--- config.mk ---
export PLATFORM = sky130hd
export DESIGN_NAME = fetch_decode_unit
export DESIGN_NICKNAME = d
export VERILOG_FILES = /design/src/rtl/fetch_pkg.sv /design/src/rtl/instr_decode.sv /design/src/rtl/fetch_decode_unit.sv
export SDC_FILE = /design/constraint.sdc
export NUM_CORES = 1
export LEC_CHECK = 0
export BUFFER_PORTS_ARGS = -buffer_cell sky130_fd_sc_hd__buf_2
export CORE_UTILIZATION = 38
export DETAILED_ROUTE_END_ITERATION = 12
export PLACE_DENSITY = 0.6
export SLEW_MARGIN = 20
export SYNTH_ARGS = -nofsm -noshare
export SYNTH_HDL_FRONTEND = slang
export SYNTH_SLANG_ARGS = --single-unit
--- constraint.sdc ---
create_clock -name clk -period 5 [get_ports clk]
set_input_delay 0.25 -clock clk [delete_from_list [all_inputs] [get_ports clk]]
set_output_delay 0.25 -clock clk [all_outputs]
set_load 0.02 [all_outputs]
--- src/rtl/fetch_pkg.sv ---
// Shared types and constants for the two-byte instruction fetch/decode front end.
package fetch_pkg;

  typedef enum logic [1:0] {
    IDLE  = 2'd0,
    F0    = 2'd1,
    F1    = 2'd2,
    ISSUE = 2'd3
  } state_t;

  localparam int INSTR_BYTES = 2;
  localparam int FIELD_W     = 2;
  localparam int RSV_W       = 4;

  // Field positions: byte0 = {opcode, alu_op, wr_addr, rs1}, byte1 = {rs2, imm, reserved}
  localparam int B0_OPCODE_LSB = 6;
  localparam int B0_ALU_LSB    = 4;
  localparam int B0_WR_LSB     = 2;
  localparam int B0_RS1_LSB    = 0;
  localparam int B1_RS2_LSB    = 6;
  localparam int B1_IMM_LSB    = 4;
  localparam int B1_RSV_LSB    = 0;

  localparam logic [3:0] RESERVED_MASK = 4'hF;

endpackage

--- src/rtl/instr_decode.sv ---
// Combinational field slicer for one two-byte instruction; any set reserved
// bit in byte1 flags the instruction as illegal.
module instr_decode
  import fetch_pkg::*;
(
  input  logic [7:0] byte0,
  input  logic [7:0] byte1,
  output logic [1:0] opcode,
  output logic [1:0] alu_op,
  output logic [1:0] wr_addr,
  output logic [1:0] rs1_addr,
  output logic [1:0] rs2_addr,
  output logic [1:0] immediate,
  output logic       dec_illegal
);

  assign opcode      = byte0[B0_OPCODE_LSB +: FIELD_W];
  assign alu_op      = byte0[B0_ALU_LSB +: FIELD_W];
  assign wr_addr     = byte0[B0_WR_LSB +: FIELD_W];
  assign rs1_addr    = byte0[B0_RS1_LSB +: FIELD_W];
  assign rs2_addr    = byte1[B1_RS2_LSB +: FIELD_W];
  assign immediate   = byte1[B1_IMM_LSB +: FIELD_W];
  assign dec_illegal = |(byte1[B1_RSV_LSB +: RSV_W] & RESERVED_MASK);

endmodule

--- src/rtl/fetch_decode_unit.sv ---
// Front-end fetch/decode stage: fetches two bytes per instruction, presents
// registered decoded fields downstream, and honours redirects from any state.
module fetch_decode_unit
  import fetch_pkg::*;
#(
  parameter logic [7:0] RESET_PC = 8'h00
) (
  input  logic       clk,
  input  logic       reset,
  output logic       imem_req,
  output logic [7:0] imem_addr,
  input  logic [7:0] imem_rdata,
  input  logic       imem_valid,
  output logic       dec_valid,
  input  logic       dec_ready,
  output logic [7:0] dec_pc,
  output logic [1:0] opcode,
  output logic [1:0] alu_op,
  output logic [1:0] wr_addr,
  output logic [1:0] rs1_addr,
  output logic [1:0] rs2_addr,
  output logic [1:0] immediate,
  output logic       dec_illegal,
  input  logic       redirect,
  input  logic [7:0] redirect_pc
);

  localparam logic [7:0] PC_STEP = 8'(INSTR_BYTES);

  state_t     state_r;
  state_t     state_nxt_s;
  logic [7:0] pc_r;
  logic [7:0] byte0_r;
  logic [7:0] pc_plus1_s;
  logic [7:0] pc_step_s;
  logic       cap0_s;
  logic       cap1_s;
  logic       accept_s;

  logic [1:0] d_opcode_s;
  logic [1:0] d_alu_op_s;
  logic [1:0] d_wr_addr_s;
  logic [1:0] d_rs1_addr_s;
  logic [1:0] d_rs2_addr_s;
  logic [1:0] d_immediate_s;
  logic       d_illegal_s;

  assign pc_plus1_s = pc_r + 8'd1;
  assign pc_step_s  = pc_r + PC_STEP;
  assign cap0_s     = (state_r == F0) && imem_valid;
  assign cap1_s     = (state_r == F1) && imem_valid;
  assign accept_s   = (state_r == ISSUE) && dec_ready;

  // byte1 is taken straight from the memory bus so fields land on ISSUE entry
  instr_decode u_decode (
    .byte0       (byte0_r),
    .byte1       (imem_rdata),
    .opcode      (d_opcode_s),
    .alu_op      (d_alu_op_s),
    .wr_addr     (d_wr_addr_s),
    .rs1_addr    (d_rs1_addr_s),
    .rs2_addr    (d_rs2_addr_s),
    .immediate   (d_immediate_s),
    .dec_illegal (d_illegal_s)
  );

  // FSM state register
  always_ff @(posedge clk or negedge reset) begin
    if (!reset) begin
      state_r <= IDLE;
    end else begin
      state_r <= state_nxt_s;
    end
  end

  // Next-state logic; redirect overrides every other transition
  always_comb begin
    state_nxt_s = state_r;
    if (redirect) begin
      state_nxt_s = IDLE;
    end else begin
      case (state_r)
        IDLE:    state_nxt_s = F0;
        F0:      state_nxt_s = imem_valid ? F1 : F0;
        F1:      state_nxt_s = imem_valid ? ISSUE : F1;
        ISSUE:   state_nxt_s = dec_ready ? F0 : ISSUE;
        default: state_nxt_s = IDLE;
      endcase
    end
  end

  // Memory request decoded from state and pc only
  always_comb begin
    imem_req  = 1'b0;
    imem_addr = pc_r;
    case (state_r)
      F0: begin
        imem_req  = 1'b1;
        imem_addr = pc_r;
      end
      F1: begin
        imem_req  = 1'b1;
        imem_addr = pc_plus1_s;
      end
      default: begin
        imem_req  = 1'b0;
        imem_addr = pc_r;
      end
    endcase
  end

  // Program counter, byte0 capture and registered decode outputs
  always_ff @(posedge clk or negedge reset) begin
    if (!reset) begin
      pc_r        <= RESET_PC;
      byte0_r     <= 8'h00;
      dec_valid   <= 1'b0;
      dec_pc      <= 8'h00;
      opcode      <= 2'b00;
      alu_op      <= 2'b00;
      wr_addr     <= 2'b00;
      rs1_addr    <= 2'b00;
      rs2_addr    <= 2'b00;
      immediate   <= 2'b00;
      dec_illegal <= 1'b0;
    end else if (redirect) begin
      // A simultaneous accept in ISSUE still completes; redirect_pc wins the pc
      pc_r      <= redirect_pc;
      byte0_r   <= 8'h00;
      dec_valid <= 1'b0;
    end else begin
      if (cap0_s) begin
        byte0_r <= imem_rdata;
      end
      if (cap1_s) begin
        dec_valid   <= 1'b1;
        dec_pc      <= pc_r;
        opcode      <= d_opcode_s;
        alu_op      <= d_alu_op_s;
        wr_addr     <= d_wr_addr_s;
        rs1_addr    <= d_rs1_addr_s;
        rs2_addr    <= d_rs2_addr_s;
        immediate   <= d_immediate_s;
        dec_illegal <= d_illegal_s;
      end else if (accept_s) begin
        dec_valid <= 1'b0;
        pc_r      <= pc_step_s;
      end
    end
  end

endmodule

# Yosys cells after proc, flatten, opt, wreduce, memory -nomap -nowiden
# Index checks and enable logic that the tools add are counted.
[classes]
muxes = 15
eq_ne = 4
n_reduce_logical = 11
addsub = 2
bitwise_logic = 1
[ops]
columns = ["op", "count"]
rows = [
  ["$mux 8", 6],
  ["$add 8x1->8 const B", 1],
  ["$add 8x2->8 const B", 1],
  ["$pmux 2 s4", 1],
  ["$mux 2", 3],
  ["$mux 1", 5],
  ["$eq 2x2->1 const B", 2],
  ["$reduce_and 2->1", 2],
  ["$reduce_bool 2->1", 2],
  ["$reduce_or 4->1", 1],
  ["$logic_and 1x1->1", 3],
  ["$reduce_bool 3->1", 1],
  ["$eq 2x1->1 const B", 1],
  ["$logic_not 2->1", 1],
  ["$ne 2x2->1 const B", 1],
  ["$reduce_or 2->1", 1],
  ["$not 1->1", 1],
]
[word_totals]
regBits = 40
out_inout_bits = 31
elab_cells = 45
in_bits = 21

# Depth between registers and ports, before layout
[logic_depth]
depth_word = 5
depth_mapped = 8
depth_no_buf = 6

# Cells and area by module
# A second synthesis with hierarchy kept.
[unflattened]
hier_cells = 175
area_unflattened_um2 = 2103.3
[modules_own_cells]
columns = ["module", "area_each_um2", "n_inst", "cells_each", "seq_area_each_um2"]
rows = [
  ["fetch_decode_unit", 2005.7, 1, 162, 1001.0],
  ["instr_decode", 97.6, 1, 13, 0.0],
]

# Worst setup path after synthesis
# No wires, ideal clock.
[synth_path]
path_kind = "reg-to-reg"
from = "register state_r[0]"
to = "register alu_op[0]"
setup_ns = 0.125
period_less_slack_ns = 1.655
stages_incl_launch_ff = 8
path_buffers = 2
arrival_time_ns = 1.530
setup_slack_ns = 3.345
required_time_ns = 4.875
path_cell_list = "dfrtp_1 inv_1 ha_1 and2_1 buf_6 nand2b_4 buf_6 mux2_4"
[synth_between]
elab_chain_cells = 3
[synth_rtl]
columns = ["item", "line_no", "text"]
rows = [
  ["start, declared", "fetch_decode_unit.sv:30", "state_t state_r;"],
  ["start signal, assigned", "fetch_decode_unit.sv:72", "state_r <= state_nxt_s;"],
  ["$eq 2x2->1", "fetch_decode_unit.sv:51", "assign cap1_s = (state_r == F1) && imem_valid;"],
  ["$logic_and 1x1->1", "fetch_decode_unit.sv:51", ""],
  ["$reduce_and 2->1 (no line)", "-", ""],
  ["end signal, assigned", "fetch_decode_unit.sv:139", "alu_op <= d_alu_op_s;"],
  ["end, declared", "fetch_decode_unit.sv:18", "output logic [1:0] alu_op,"],
]
# Every way passes these cells.
# A chain may end at the register's enable or synchronous reset.

# Worst setup path after layout
[layout_path]
from = "register state_r[0]"
to = "output port imem_addr[7]"
[layout_between]
elab_chain_cells = 2
[layout_rtl]
columns = ["item", "line_no", "text"]
rows = [
  ["$eq 2x2->1", "fetch_decode_unit.sv:96", "case (state_r)"],
  ["$mux 8", "fetch_decode_unit.sv:96", ""],
  ["end, declared", "fetch_decode_unit.sv:11", "output logic [7:0] imem_addr,"],
]
# Every way passes these cells.

==> run metrics <==
status=complete, no violations; full die area=5420 sq um; area grow syn2layout=20.5%; synthesized cell area=1950 sq um; worst-margin pin slew=0.892 ns; Final Max Tran Viols=0; syn avg cell area=11.9 sq um; Place WS=2.92 ns; Fin. Hold Viols=0; R2R Setup Slk=2.94 ns; drt wl/cell=13.1 um; Final Critical Period=2.09 ns; largest net degree at the start of global routing=41; # Post-CTS Setup Buffers=0; commonest non-fill, non-tap cell in the layout=buf_2; initial antenna violation count=0; reg2reg start=state_r[0]; top cell type's share of synthesized area=0.513; HP Class=in -> async; share of cells above drive strength 1=0.395; CTS clk-pin slew, worst paths=0.08 ns; Root Driver=clkbuf_8; max-cap violations=0; Yosys reg bits=40; leading area contributor after synthesis=dfrtp_1; Core Rows=25; CTS resizes=0; H-Tree Depth=2; clock sink total=40; Power Density=333 nW/um^2; Initial Utilization=0.405; WP data required=4.75 ns; post-synthesis cell type count=28; first-pass GRT wire length=6.15 mm; Syn Nets=192; antenna cell count=0; Slew headroom=0.406; I/O pin count=52; RR Endpoint=dec_pc[3]; post-synthesis sequential area ratio=0.513; Vias/cell=4.65; initial drt markers=49; CP Capture Point=imem_addr[7]; maximum vdd drop=131 uV; Startpoint Class=flop; setup ws final=2.91 ns; Max Fclk=478 MHz; routability cong.=0.751; grt ovf=0; Die Height=73.6 um; final period utilization=0.418; worst clock skew=0.00507 ns; remaining antenna violation count=0; Clock Tree Buf Depth=2; setup TNS=0 ns; fin nets=242; Die X=73.6 um; Core Box Area=4820 sq um; crit path from=state_r[0]; Setup-failing EPs final=0; via count=1,312; depth of the most critical reg-to-reg path=5; CP Class=reg -> out; vias in the first global route=1,273; first-pass iteration count of the detailed router=3; Setup crit end kind=output pin; gr usage total=0.157; yosys warns=0; hold_buf cts=0; Worst-Skew Late Latency=0.30 ns; commonest non-fill, non-tap cells in the layout=51 x buf_2, 40 x dfrtp_1, 29 x nand2_1; CP max FO=6; DRC Markers=0; cts bufs inserted=5; Post-Synthesis Cells=164; RSZ-0062 raised after global routing=no; Final Routed Wirelength=3.71 mm; leakage power=1.21 nW; CTS tree=built; WHS=0.0741 ns; crit path DAT=1.84 ns; I/O Buffers=51; hpwl dp=2.66 mm; synth top area cells=dfrtp_1 51%, mux2_4 14%, nand2_1 5.6%, ha_1 4.5%, xnor2_1 4.0%
## logic make-up (layout without fill, tap and decap cells)
group                      count (synthesis)  after routing  share of synthesized area
and+or+nand+nor                           53             53                      0.137
adders and majority gates                  7              7                     0.0449
xor gates and xnor gates                  13             13                     0.0584
buffers and inverters                     10             61                     0.0314
AOI/OAI and AO/OA                         18             18                     0.0475
muxes                                     23             23                      0.167
DFF                                       40             40                      0.513
## flip-flops by register name, summed over array words and instances, names as in the netlist
signal and cells:
byte0_r 8, dec_pc 8, pc_r 8, alu_op 2
immediate 2, opcode 2, rs1_addr 2, rs2_addr 2
state_r 2, wr_addr 2, dec_illegal 1, dec_valid 1
## metal layers
| metal | vias up | track usage | wire (um) |
|---|---|---|---|
| met5 | - | 0 | 0 |
| met3 | 7 | 0.0535 | 171 |
| li1 | 651 | - | - |
| met4 | 0 | 0.0641 | 59 |
| met2 | 24 | 0.240 | 1770 |
| met1 | 630 | 0.203 | 1700 |
## where the power goes
group / internal [mW] / leakage, nW / switching [mW]
registers: 0.352 / 0.533 / 0.0228
logic: 0.0604 / 0.617 / 0.0785
clock network: 0.150 / 0.0548 / 0.119
## layout make-up
cell class | instances | area [sq um]
multi-input combinational | 114 | 887
fill | 467 | 2470
inverter | 2 | 7.51
timing repair buffer | 51 | 255
tap | 67 | 83.8
clock inverter | 3 | 46.3
sequential | 40 | 1000
clock buffer | 5 | 68.8
## stage by stage
step / area (sq um) / power, mW / util / cells
5_1_grt: 2350 / 0.828 / 0.488 / 282
3_5_place_dp: 2230 / 0.522 / 0.464 / 274
6_report: 2350 / 0.783 / 0.488 / 282
2_1_floorplan: 1950 / 0.469 / - / 164
3_3_place_gp: 2230 / 0.522 / 0.464 / 274
4_1_cts: 2350 / 0.793 / 0.488 / 282
## how the worst min path moves through the flow
stage,endpoint,slack [ns],cells after the start
after global placement,pc_r[2],0.42,1
final,pc_r[2],0.07,1
after detailed placement,pc_r[2],0.42,1
after global routing,immediate[1],0.14,1
after CTS,dec_pc[7],0.09,1
after floorplan,alu_op[0],-0.05,0
## synthesized netlist by cell type
cell,n
buf_6,3
nand2_1,29
inv_1,2
nor4_1,1
mux2i_1,1
and2_1,2
nand3_1,4
a21oi_1,9
o21ai_1,4
mux2_2,4
nand4_1,1
o21ai_0,4
nor2_1,6
buf_1,1
a211oi_1,1
mux2_4,18
dfrtp_1,40
nor3_1,5
xnor2_1,9
nor4_4,1
nor2b_1,1
xor2_1,4
ha_1,7
nor4_2,1
nor3b_2,1
buf_2,1
nand2b_4,1
clkbuf_1,3
## critical path, stage by stage, from the launching register on
cell	delay, ns
dfrtp_1	0.41
inv_1	0.13
ha_1	0.27
nand2_1	0.11
nor3_1	0.22
xor2_1	0.20
buf_2	0.19
(Power assumes the default switching activity.)
